==> src/rtl/alu_cmd_driver.sv <==
// ALU command master: latches a command, iterates w->inB for cmd_rep extra passes, returns w/zer/neg; res_valid at T0+cmd_rep+1.
// Result held until res_ready; no accept while busy. ALU_CMD_DRIVER_ZERO_EXIT_EN ends iteration early on zer and adds res_left.
module alu_cmd_driver #(
  parameter int WIDTH = 16,
  parameter int CNT_W = 4
) (
  input  logic             clk,
  input  logic             rst,
  input  logic             cmd_valid,
  output logic             cmd_ready,
  input  logic [2:0]       cmd_opc,
  input  logic [WIDTH-1:0] cmd_a,
  input  logic [WIDTH-1:0] cmd_b,
  input  logic             cmd_c,
  input  logic [CNT_W-1:0] cmd_rep,
  output logic [WIDTH-1:0] inA,
  output logic [WIDTH-1:0] inB,
  output logic [2:0]       opc,
  output logic             inC,
  input  logic [WIDTH-1:0] w,
  input  logic             zer,
  input  logic             neg,
  output logic             res_valid,
  input  logic             res_ready,
  output logic [WIDTH-1:0] res_w,
  output logic             res_zer,
`ifdef ALU_CMD_DRIVER_ZERO_EXIT_EN
  output logic [CNT_W-1:0] res_left,
`endif
  output logic             res_neg
);

  typedef enum logic [1:0] {IDLE, EXEC, RESP} state_t;

  localparam logic [CNT_W-1:0] CNT_ONE = 1;

  state_t           state;
  state_t           state_nxt;
  logic [CNT_W-1:0] rep_cnt;
  logic             exec_done;
  logic             cmd_fire;
  logic             res_fire;

`ifdef ALU_CMD_DRIVER_ZERO_EXIT_EN
  // A zero result short-circuits the remaining iterations.
  assign exec_done = (rep_cnt == '0) || zer;
`else
  assign exec_done = (rep_cnt == '0);
`endif

  assign cmd_fire = cmd_valid && cmd_ready;
  assign res_fire = res_valid && res_ready;

  always_ff @(posedge clk) begin
    if (rst) state <= IDLE;
    else     state <= state_nxt;
  end

  always_comb begin
    state_nxt = state;
    case (state)
      IDLE:    if (cmd_fire) state_nxt = EXEC;
      EXEC:    if (exec_done) state_nxt = RESP;
      RESP:    if (res_fire) state_nxt = IDLE;
      default: state_nxt = IDLE;
    endcase
  end

  always_comb begin
    cmd_ready = (state == IDLE);
    res_valid = (state == RESP);
  end

  // ALU-facing registers only move on accept or feedback, so they hold in IDLE/RESP.
  always_ff @(posedge clk) begin
    if (rst) begin
      inA     <= '0;
      inB     <= '0;
      opc     <= 3'b000;
      inC     <= 1'b0;
      rep_cnt <= '0;
      res_w   <= '0;
      res_zer <= 1'b0;
      res_neg <= 1'b0;
    end else if (state == IDLE) begin
      if (cmd_fire) begin
        inA     <= cmd_a;
        inB     <= cmd_b;
        opc     <= cmd_opc;
        inC     <= cmd_c;
        rep_cnt <= cmd_rep;
      end
    end else if (state == EXEC) begin
      if (exec_done) begin
        res_w   <= w;
        res_zer <= zer;
        res_neg <= neg;
      end else begin
        inB     <= w;
        rep_cnt <= rep_cnt - CNT_ONE;
      end
    end
  end

`ifdef ALU_CMD_DRIVER_ZERO_EXIT_EN
  always_ff @(posedge clk) begin
    if (rst)                           res_left <= '0;
    else if (state == EXEC && exec_done) res_left <= rep_cnt;
  end
`endif

endmodule
==> config.mk <==
export PLATFORM = sky130hd
export DESIGN_NAME = alu_cmd_driver
export DESIGN_NICKNAME = d
export VERILOG_FILES = /design/src/rtl/alu_cmd_driver.sv
export SDC_FILE = /design/constraint.sdc
export NUM_CORES = 1
export LEC_CHECK = 0
export ABC_CLOCK_PERIOD_IN_PS = 2500
export CAP_MARGIN = 40
export CORE_ASPECT_RATIO = 1.4
export CORE_MARGIN = 10
export CORE_UTILIZATION = 44
export CTS_CLUSTER_DIAMETER = 40
export DETAILED_ROUTE_END_ITERATION = 7
export HOLD_SLACK_MARGIN = 0.06
export PLACE_DENSITY = 0.89
export SLEW_MARGIN = 20
export SYNTH_ARGS = -nofsm -noshare
export SYNTH_HDL_FRONTEND = slang
export SYNTH_SLANG_ARGS = --single-unit
export TNS_END_PERCENT = 100
==> constraint.sdc <==
create_clock -name clk -period 2.5 [get_ports clk]
set_clock_uncertainty 0.05 [all_clocks]
set_input_delay 0.375 -clock clk [delete_from_list [all_inputs] [get_ports clk]]
set_output_delay 0.375 -clock clk [all_outputs]
set_load 0.05 [all_outputs]
* Word level (Yosys, flattened, before mapping) *
Cells that the tools add are included.

word-level totals
  flip-flop bits (word level) = 60
  output and inout bits = 56
  word-level logic and storage cells = 38

cells by class
  add/subtract/negate cells = 1
  eq/ne operators = 6
  multiplexer cells = 12
  bitwise gates (word level) = 1
  reduce and logical (&&, ||, !) cells = 9

operators by type and width
  kind                   number
  $mux W16               4
  $mux W4                4
  $reduce_and A3 Y1      3
  $mux W2                3
  $pmux W2 S3            1
  $logic_not A4 Y1       1
  $ne A2 B1 Y1 const B   2
  $ne A2 B2 Y1 const B   2
  $sub A4 B1 Y4 const B  1
  $eq A2 B1 Y1 const B   1
  $eq A2 B2 Y1 const B   1
  $logic_and A1 B1 Y1    2
  $logic_not A2 Y1       1
  $reduce_and A2 Y1      1
  $reduce_bool A2 Y1     1
  $not A1 Y1             1

* Logic depth before layout (Yosys ltp) *
Gate-level depths: netlist of run 1.

  word-level depth = 4
  gate-level depth with buffers = 7
  mapped depth without buffers = 5

* Worst setup path before layout of run 1 *
No wires, ideal clock.

  path type = reg2out
  start = register state[1]
  end = output res_valid
  data arrival time = 1334 ps
  required time = 2075 ps
  path slack = 741 ps
  stages on the path, launching flop included = 3
  buffers on the path = 1
  cells stage by stage = dfxtp_1 > buf_2 > nor2b_1

on the way
  longest elaborated chain between the ends = 1

ends and longest elaborated chain
  what                      RTL line  source
  start: declaration        37        state_t state;
  start signal: assignment  56        else state <= state_nxt;
  $eq A2 B2 Y1              71        res_valid = (state == RESP);
  end: declaration          23        output logic res_valid,

Every way passes these cells.

* Final worst setup path of run 1 *
  start = register inA[12]
  end = output inA[12]

RTL lines
  what                      RTL line  source
  start: declaration        16        output logic [WIDTH-1:0] inA,
  start signal: assignment  87        inA <= cmd_a;

No word-level cell between the ends.

==> results of run 1 <==
flip-flops by register name, summed over array words and instances, names as in the netlist:
signal,flops
res_w,16
inA,16
inC,1
rep_cnt,4
res_neg,1
opc,3
inB,16
state,2
res_zer,1
final cells by class:
type	count	area, um^2	share of cell area
clock buffers	13	159	0.0402
repair buffers	126	1280	0.324
well taps	68	85.1	0.0215
clock inverters	2	10.0	0.00253
inverters	6	22.5	0.00570
multi-input cells	211	1190	0.302
flip-flops and latches	60	1200	0.304
stage by stage:
| stage | power (mW) | hold slack [ns] | cells | setup slack [ns] | instance area (um^2) |
|---|---|---|---|---|---|
| after global routing | 3.59 | 0.430 | 486 | 0.478 | 3950 |
| after detailed placement | 2.68 | 0.399 | 471 | 0.549 | 3780 |
| after CTS | 3.43 | 0.406 | 486 | 0.551 | 3950 |
| after global placement | 2.64 | 0.390 | 470 | 0.581 | 3770 |
| after floorplan | 2.18 | 0.419 | 308 | 0.741 | 2570 |
| final | 3.41 | 0.404 | 486 | 0.574 | 3950 |
layer usage:
| metal | global-route usage | up-vias | part of all wire |
|---|---|---|---|
| li1 | - | 1298 | - |
| met1 | 0.191 | 1249 | 0.39 |
| met2 | 0.288 | 97 | 0.50 |
| met3 | 0.0778 | 12 | 0.093 |
| met4 | 0.0603 | 0 | 0.018 |
| met5 | 0 | - | 0 |
cells in the mapped netlist:
cell type / n
buf_6: 3
inv_1: 5
dfxtp_1: 60
ha_1: 2
o2bb2ai_1: 1
a21oi_1: 55
nand4bb_1: 1
clkinv_1: 1
buf_4: 1
a31oi_1: 1
a311oi_1: 8
a211oi_2: 1
o211a_1: 1
a22oi_1: 2
nor3b_1: 1
and4bb_2: 1
nand2_1: 59
o21ba_1: 1
nor2b_1: 3
and2_4: 1
o32ai_1: 1
o21ai_0: 35
o31ai_1: 1
nand3_1: 19
o211ai_1: 1
clkbuf_1: 16
or3b_2: 1
nor2_1: 2
o21ba_2: 1
or3_1: 1
mux2i_1: 1
nor3_1: 1
a311oi_2: 9
buf_2: 11
worst min-delay path by stage:
| stage | start | endpoint | slack, ns | depth (start not counted) |
|---|---|---|---|---|
| 2_1_floorplan | rep_cnt[2] | rep_cnt[2] | 0.42 | 2 |
| 3_3_place_gp | inA[11] | inA[11] | 0.39 | 2 |
| 3_5_place_dp | inA[3] | inA[3] | 0.40 | 2 |
| 4_1_cts | inA[3] | inA[3] | 0.41 | 2 |
| 5_1_grt | inA[3] | inA[3] | 0.43 | 2 |
| 6_report | inA[3] | inA[3] | 0.40 | 2 |
power by group through the flow:
stage	Combinational [mW]	Sequential [mW]	Clock, mW
6_report	1.47	1.18	0.759
2_1_floorplan	0.565	1.61	0
5_1_grt	1.57	1.20	0.819
4_1_cts	1.48	1.18	0.773
3_3_place_gp	1.44	1.19	0
3_5_place_dp	1.48	1.20	0
layout by cell type, fill, tap and decap left out, types with 2 or more instances in the layout:
master	instances
clkinv_2	2
nor2b_1	3
clkbuf_8	11
dfxtp_1	60
nand2_1	59
a21oi_1	55
ha_1	2
a311oi_2	9
nand3_1	19
buf_12	4
clkbuf_1	2
o21ai_0	35
a22oi_1	2
clkdlybuf4s50_1	114
nor2_1	2
buf_4	7
inv_1	5
a311oi_1	8
logic make-up (layout without fill, tap and decap cells):
kind of cell | after synthesis | after routing | share of synthesized area
muxes | 1 | 1 | 0.00389
buffers and inverters | 37 | 147 | 0.0696
DFF | 60 | 60 | 0.467
and+or+nand+nor | 90 | 90 | 0.157
AOI/OAI and AO/OA | 118 | 118 | 0.293
adders and majority gates | 2 | 2 | 0.00974
==> out/metrics.yaml, run 1 <==
htree_levels: 3
tightest_slew_ns: 0.553
fillers: 470
rrSetupSlack_ns: 0.79
row_count: 32
end_kind: "output port"
finalCritPeriodShare: 0.770
p_int_mw: 2.05
yosysTopAreaCellShare: 0.467
switching_power_mw: 1.36
dp_hpwl_mm: 6.27
die_y_um: 110
clk_path_buf_depth: 2
rsz0062_at_grt: "false"
setup_viol: 0
port_buffers: 117
grt-ovfl-total: 0
syn-num-nets: 372
final_nets: 478
syn_area_per_cell_um2: 8.34
critical_path.startpoint: "inA[12]"
synth_cell_types: 34
ant_nets: 0
drive_above_1_share: 0.0957
yosys.area.top_type: "dfxtp_1"
critPathMaxFanout: 2
fin_util: 0.705
worstSetupStartpointType: "flop"
slowest_stage: "clkdlybuf4s50_1"
synth_cells: 308
cts_hold_buf: 0
synth_seq_cells: 60
drt_pre_antenna_iters: 4
die_w_um: 84.6
cap_violations: 0
slew_viol_final: 0
path_clk_slew_ns: 0.07
crit_arrival_ns: 1.50
clk_latency_ns: 0.33
cts_root_buf: "clkbuf_8"
path_delay_family: "buffers and inverters"
r2r-start: "rep_cnt[0]"
num_antenna_cells: 0
synthToLayoutAreaGrowth_pct: 53.7
drc: 0
grt_usage: 0.174
leakage_nw: 1.43
cts.sinks: 60
powerDensity_mw_per_mm2: 863
maxSlewHeadroom: 0.630
numCtsBuffers: 9
synth_area_mm2: 0.00257
crit_end: "inA[12]"
worstSetupPathDepth: 1
reg2regPathDepth: 6
post_cts_resized: 0
die_area_mm2: 0.00934
hold_viol: 0
status: "complete, no violations"
critPathBufInv: 1
antenna_found_initial: 0
core_area_mm2: 0.00561
max_freq_mhz: 519
gp_congestion: 0.820
cpPeakStageDelay_ns: 0.83
synth_area_leaders: "dfxtp_1 47%, a21oi_1 11%, nand2_1 8.6%"
path_class: "reg2out"
io_pins: 118
period_needed_ns: 1.93
wl_per_cell_um: 17.5
max-vdd-ir-drop_uv: 651
viasPerCell: 5.47
vias: 2656
post-cts-setup-buffer-count: 0
synth_warnings: 0
p_clk_frac: 0.223
cts_tree: "yes"
crit_chain: "clkdlybuf4s50_1"
start_util: 0.458
r2r-end: "inB[14]"
p_sw_frac: 0.398
yosysSeqAreaShare: 0.467
critPathRequiredTime_ns: 2.08
drt-total-wl_mm: 8.51
comb_power_share: 0.432
grt_pass1_vias: 2678
grt_pass1_wl_mm: 13.8
hold_class: "reg2reg"
fin_tns_setup_ns: 0
drt_iter0_markers: 214
grt_max_degree: 44
seqPwrFrac: 0.346
(Power assumes the default switching activity.)
==> inputs of run 2 (changes only) <==
--- a/config.mk
+++ b/config.mk
@@ -5,15 +5,15 @@
 export SDC_FILE = /design/constraint.sdc
 export NUM_CORES = 1
 export LEC_CHECK = 0
-export ABC_CLOCK_PERIOD_IN_PS = 2500
+export ABC_CLOCK_PERIOD_IN_PS = 1800
 export CAP_MARGIN = 40
 export CORE_ASPECT_RATIO = 1.4
 export CORE_MARGIN = 10
-export CORE_UTILIZATION = 44
+export CORE_UTILIZATION = 41
 export CTS_CLUSTER_DIAMETER = 40
 export DETAILED_ROUTE_END_ITERATION = 7
 export HOLD_SLACK_MARGIN = 0.06
-export PLACE_DENSITY = 0.89
+export PLACE_DENSITY = 0.84
 export SLEW_MARGIN = 20
 export SYNTH_ARGS = -nofsm -noshare
 export SYNTH_HDL_FRONTEND = slang
==> constraint.sdc (replaced) <==
create_clock -name clk -period 1.8 [get_ports clk]
set_clock_uncertainty 0.05 [all_clocks]
set_input_delay 0.27 -clock clk [delete_from_list [all_inputs] [get_ports clk]]
set_output_delay 0.27 -clock clk [all_outputs]
set_load 0.05 [all_outputs]
==> out/metrics.yaml, run 2 (synthesis gave the netlist of run 1 again) <==
crit_chain: "buf_4 -> nor2b_1 -> buf_12"
critical_path.startpoint: "state[0]"
wl_per_cell_um: 16.4
cpPeakStageDelay_ns: 0.39
antenna_found_initial: 0
drt-total-wl_mm: 8.16
p_int_mw: 3.08
wl_met3_um: 684
grt_pass1_vias: 2703
maxSlewHeadroom: 0.734
setup_viol: 0
fin_cells: 497
gp_congestion: 0.840
cap_violations: 0
grt-ovfl-total: 0
drive_above_1_share: 0.242
critPathMaxFanout: 16
cts_tree: "yes"
cts_root_buf: "clkbuf_8"
final_nets: 484
rsz0062_at_grt: "false"
r2r-start: "rep_cnt[0]"
max_freq_mhz: 578
fin_util: 0.636
die_w_um: 86.9
max-vdd-ir-drop_uv: 593
path_delay_family: "buffers and inverters"
seqPwrFrac: 0.334
worstSetupStartpointType: "flop"
end_kind: "output port"
post_cts_resized: 0
period_needed_ns: 1.73
cts_hold_buf: 0
leakage_nw: 1.58
io_pins: 118
crit_end: "res_valid"
mostFrequentLayoutCell: "buf_4"
dp_hpwl_mm: 6.37
p_clk_frac: 0.265
grt_usage: 0.159
dp_cells: 481
fillers: 531
vias: 2665
total_power_mw: 4.98
wl_met1_mm: 3.11
path_class: "reg2out"
cts.sinks: 60
top_layer_used: "met4"
drt_iter0_markers: 111
slowest_stage: "dfxtp_1"
core_area_mm2: 0.00617
row_count: 34
hold_viol: 0
drt_pre_antenna_iters: 5
drc: 0
critPathRequiredTime_ns: 1.48
powerDensity_mw_per_mm2: 1270
worstSetupPathDepth: 3
hold_class: "in2reg"
final_cell_mix: "67 x buf_4, 60 x clkdlybuf4s50_1, 59 x nand2_1, 59 x dfxtp_1, 55 x a21oi_1"
htree_levels: 3
clk_path_buf_depth: 2
post-cts-setup-buffer-count: 0
critPathBufInv: 2
comb_power_share: 0.401
viasPerCell: 5.36
reg_top3: "inA x16, inB x16, res_w x16"
finalCritPeriodShare: 0.961
met2WireLength_mm: 4.19
numCtsBuffers: 9
clk_latency_ns: 0.32
grt_pass1_wl_mm: 12.9
synthToLayoutAreaGrowth_pct: 52.6
grt_max_degree: 31
rrSetupSlack_ns: 0.16
num_antenna_cells: 0
reg2regPathDepth: 6
die_area_mm2: 0.00988
status: "complete, no violations"
tightest_slew_ns: 0.399
port_buffers: 117
p_sw_frac: 0.382
switching_power_mw: 1.90
start_util: 0.417
die_y_um: 114
min_path_cells: 2
r2r-end: "rep_cnt[2]"
crit_arrival_ns: 1.41
slew_viol_final: 0
ant_nets: 0
path_clk_slew_ns: 0.06
-- run 2: cell types whose count changed in the layout (fill, tap and decap cells not counted) --
cell and change:
buf_4 +60, clkdlybuf4s50_1 -54, bufinv_16 +2, clkbuf_8 -1
clkinv_2 -1, clkinvlp_4 +1, dfxtp_1 -1, dfxtp_2 +1
nand4bb_1 -1, nand4bb_2 +1
-- run 2: metrics by stage --
stage	setup slack [ns]	area [um^2]	hold slack [ns]	setup TNS [ns]
final	0.0706	3920	0.221	0
after floorplan	0.0498	2570	0.356	0
after global placement	0.0172	3700	0.393	0
after detailed placement	-0.0198	3700	0.397	-0.100
after CTS	0.00726	3920	0.209	0
after global routing	0.00444	3920	0.224	0
-- run 2: worst min path at each step --
stage / to / from / slack, ns
after floorplan: inA[0] / cmd_a[0] / 0.36
after global placement: inA[3] / inA[3] / 0.39
after detailed placement: inA[15] / inA[15] / 0.40
after CTS: inB[15] / rst / 0.21
after global routing: inB[3] / rst / 0.22
final: inB[15] / rst / 0.22
-- run 2: layer usage --
layer / vias up / global-route usage
met5: - / 0
met4: 0 / 0.0758
met3: 12 / 0.0635
met2: 95 / 0.273
met1: 1244 / 0.162
li1: 1314 / -
-- run 2: layout make-up --
cell class | count | area [um^2] | share of cell area
Multi-Input combinational cell | 211 | 1200 | 0.306
Tap cell | 72 | 90.1 | 0.0230
Inverter | 6 | 22.5 | 0.00574
Clock inverter | 4 | 72.6 | 0.0185
Clock buffer | 12 | 145 | 0.0370
Timing Repair Buffer | 132 | 1190 | 0.303
Sequential cell | 60 | 1200 | 0.307
-- run 2: power by group through the flow --
stage | clock [mW] | combinational (mW) | sequential (mW)
after global routing | 1.42 | 2.12 | 1.69
after detailed placement | 0 | 1.99 | 1.69
final | 1.32 | 1.99 | 1.66
after global placement | 0 | 1.96 | 1.68
after CTS | 1.35 | 2.00 | 1.66
after floorplan | 0 | 0.785 | 2.24
==> inputs of run 3 (changes only) <==
--- a/config.mk
+++ b/config.mk
@@ -13,7 +13,8 @@
 export CTS_CLUSTER_DIAMETER = 40
 export DETAILED_ROUTE_END_ITERATION = 7
 export HOLD_SLACK_MARGIN = 0.06
-export PLACE_DENSITY = 0.84
+export PLACE_DENSITY = 0.78
+export SKIP_CTS_REPAIR_TIMING = 1
 export SLEW_MARGIN = 20
 export SYNTH_ARGS = -nofsm -noshare
 export SYNTH_HDL_FRONTEND = slang
==> out/metrics.yaml, run 3 (synthesis gave the netlist of run 1 again) <==
status: "complete, no violations"
tightest_slew_ns: 0.545
synthToLayoutAreaGrowth_pct: 49.9
gp_congestion: 0.756
mostFrequentLayoutCell: "buf_4"
worstSetupStartpointType: "flop"
antenna_found_initial: 0
min_path_cells: 3
fin_area_mm2: 0.00385
fin_tns_setup_ns: 0
port_buffers: 117
multi_input_area_mm2: 0.00119
cap_violations: 0
drive_above_1_share: 0.232
clk_path_buf_depth: 2
setup_viol: 0
fin_cells: 494
viasPerCell: 5.31
die_y_um: 114
max_freq_mhz: 578
final_cell_mix: "62 x buf_4, 60 x dfxtp_1, 60 x clkdlybuf4s50_1"
placed_area_mm2: 0.00369
core_area_mm2: 0.00617
cts.sinks: 60
die_w_um: 86.9
total_power_mw: 4.66
start_util: 0.417
drc: 0
drt-total-wl_mm: 8.24
powerDensity_mw_per_mm2: 1210
ant_nets: 0
hold_viol: 0
leakage_nw: 1.55
grt_pass1_wl_mm: 12.9
slew_viol_final: 0
wl_per_cell_um: 16.7
hold_class: "in2reg"
num_antenna_cells: 0
reg_top3: "inA x16, inB x16, res_w x16"
max-vdd-ir-drop_uv: 573
worst_hold_slack_ns: 0.364
path_class: "reg2out"
cts_root_buf: "clkbuf_8"
cts_tree: "yes"
critPathRequiredTime_ns: 1.48
grt-ovfl-total: 0
seqCellArea_mm2: 0.00120
critPathMaxFanout: 11
row_count: 34
htree_levels: 3
reg2regPathDepth: 3
numCtsBuffers: 9
drt_pre_antenna_iters: 4
finalCritPeriodShare: 0.961
dp_hpwl_mm: 6.10
end_kind: "output port"
maxSlewHeadroom: 0.635
fin_ws_ns: 0.0707
clk_latency_ns: 0.34
period_needed_ns: 1.73
dp_cells: 478
grt_pass1_vias: 2550
io_pins: 118
die_area_mm2: 0.00988
dp_slack_ns: -0.0191
path_clk_slew_ns: 0.06
final_nets: 481
rsz0062_at_grt: "true"
fillers: 548
grt_max_degree: 61
fin_util: 0.624
grt_usage: 0.161
drt_iter0_markers: 172
crit_arrival_ns: 1.41
vias: 2625
-- run 3: routing by layer --
metal  GRT usage  share of wire  vias to the layer above
li1            -              -                     1304
met5           0              0                        -
met2       0.256           0.49                       99
met1       0.174           0.40                     1201
met4      0.0975          0.037                        0
met3      0.0613          0.082                       21
-- run 3: final cells by class --
type,count,share of cell area
tap,72,0.0234
inverter,6,0.00585
clock buffer,11,0.0341
sequential,60,0.312
multi-input combinational,211,0.310
clock inverter,5,0.00747
timing repair buffer,129,0.307
-- run 3: path summary, 6_finish.rpt --
path	startpoint	to	slack (ns)
hold / removal	rst	state[1]	0.36
setup reg to reg	state[1]	state[1]	0.18
hold reg to reg	inA[10]	inA[10]	0.41
setup / recovery	state[1]	res_valid	0.07
-- run 3: where the power goes --
| group | internal (mW) | switching [mW] |
|---|---|---|
| Combinational | 0.720 | 1.26 |
| Clock | 0.492 | 0.518 |
| Sequential | 1.53 | 0.132 |
-- run 3: critical path, stage by stage (launching register included) --
cell and delay, ns:
dfxtp_1 0.52, nor2b_1 0.37, buf_12 0.19
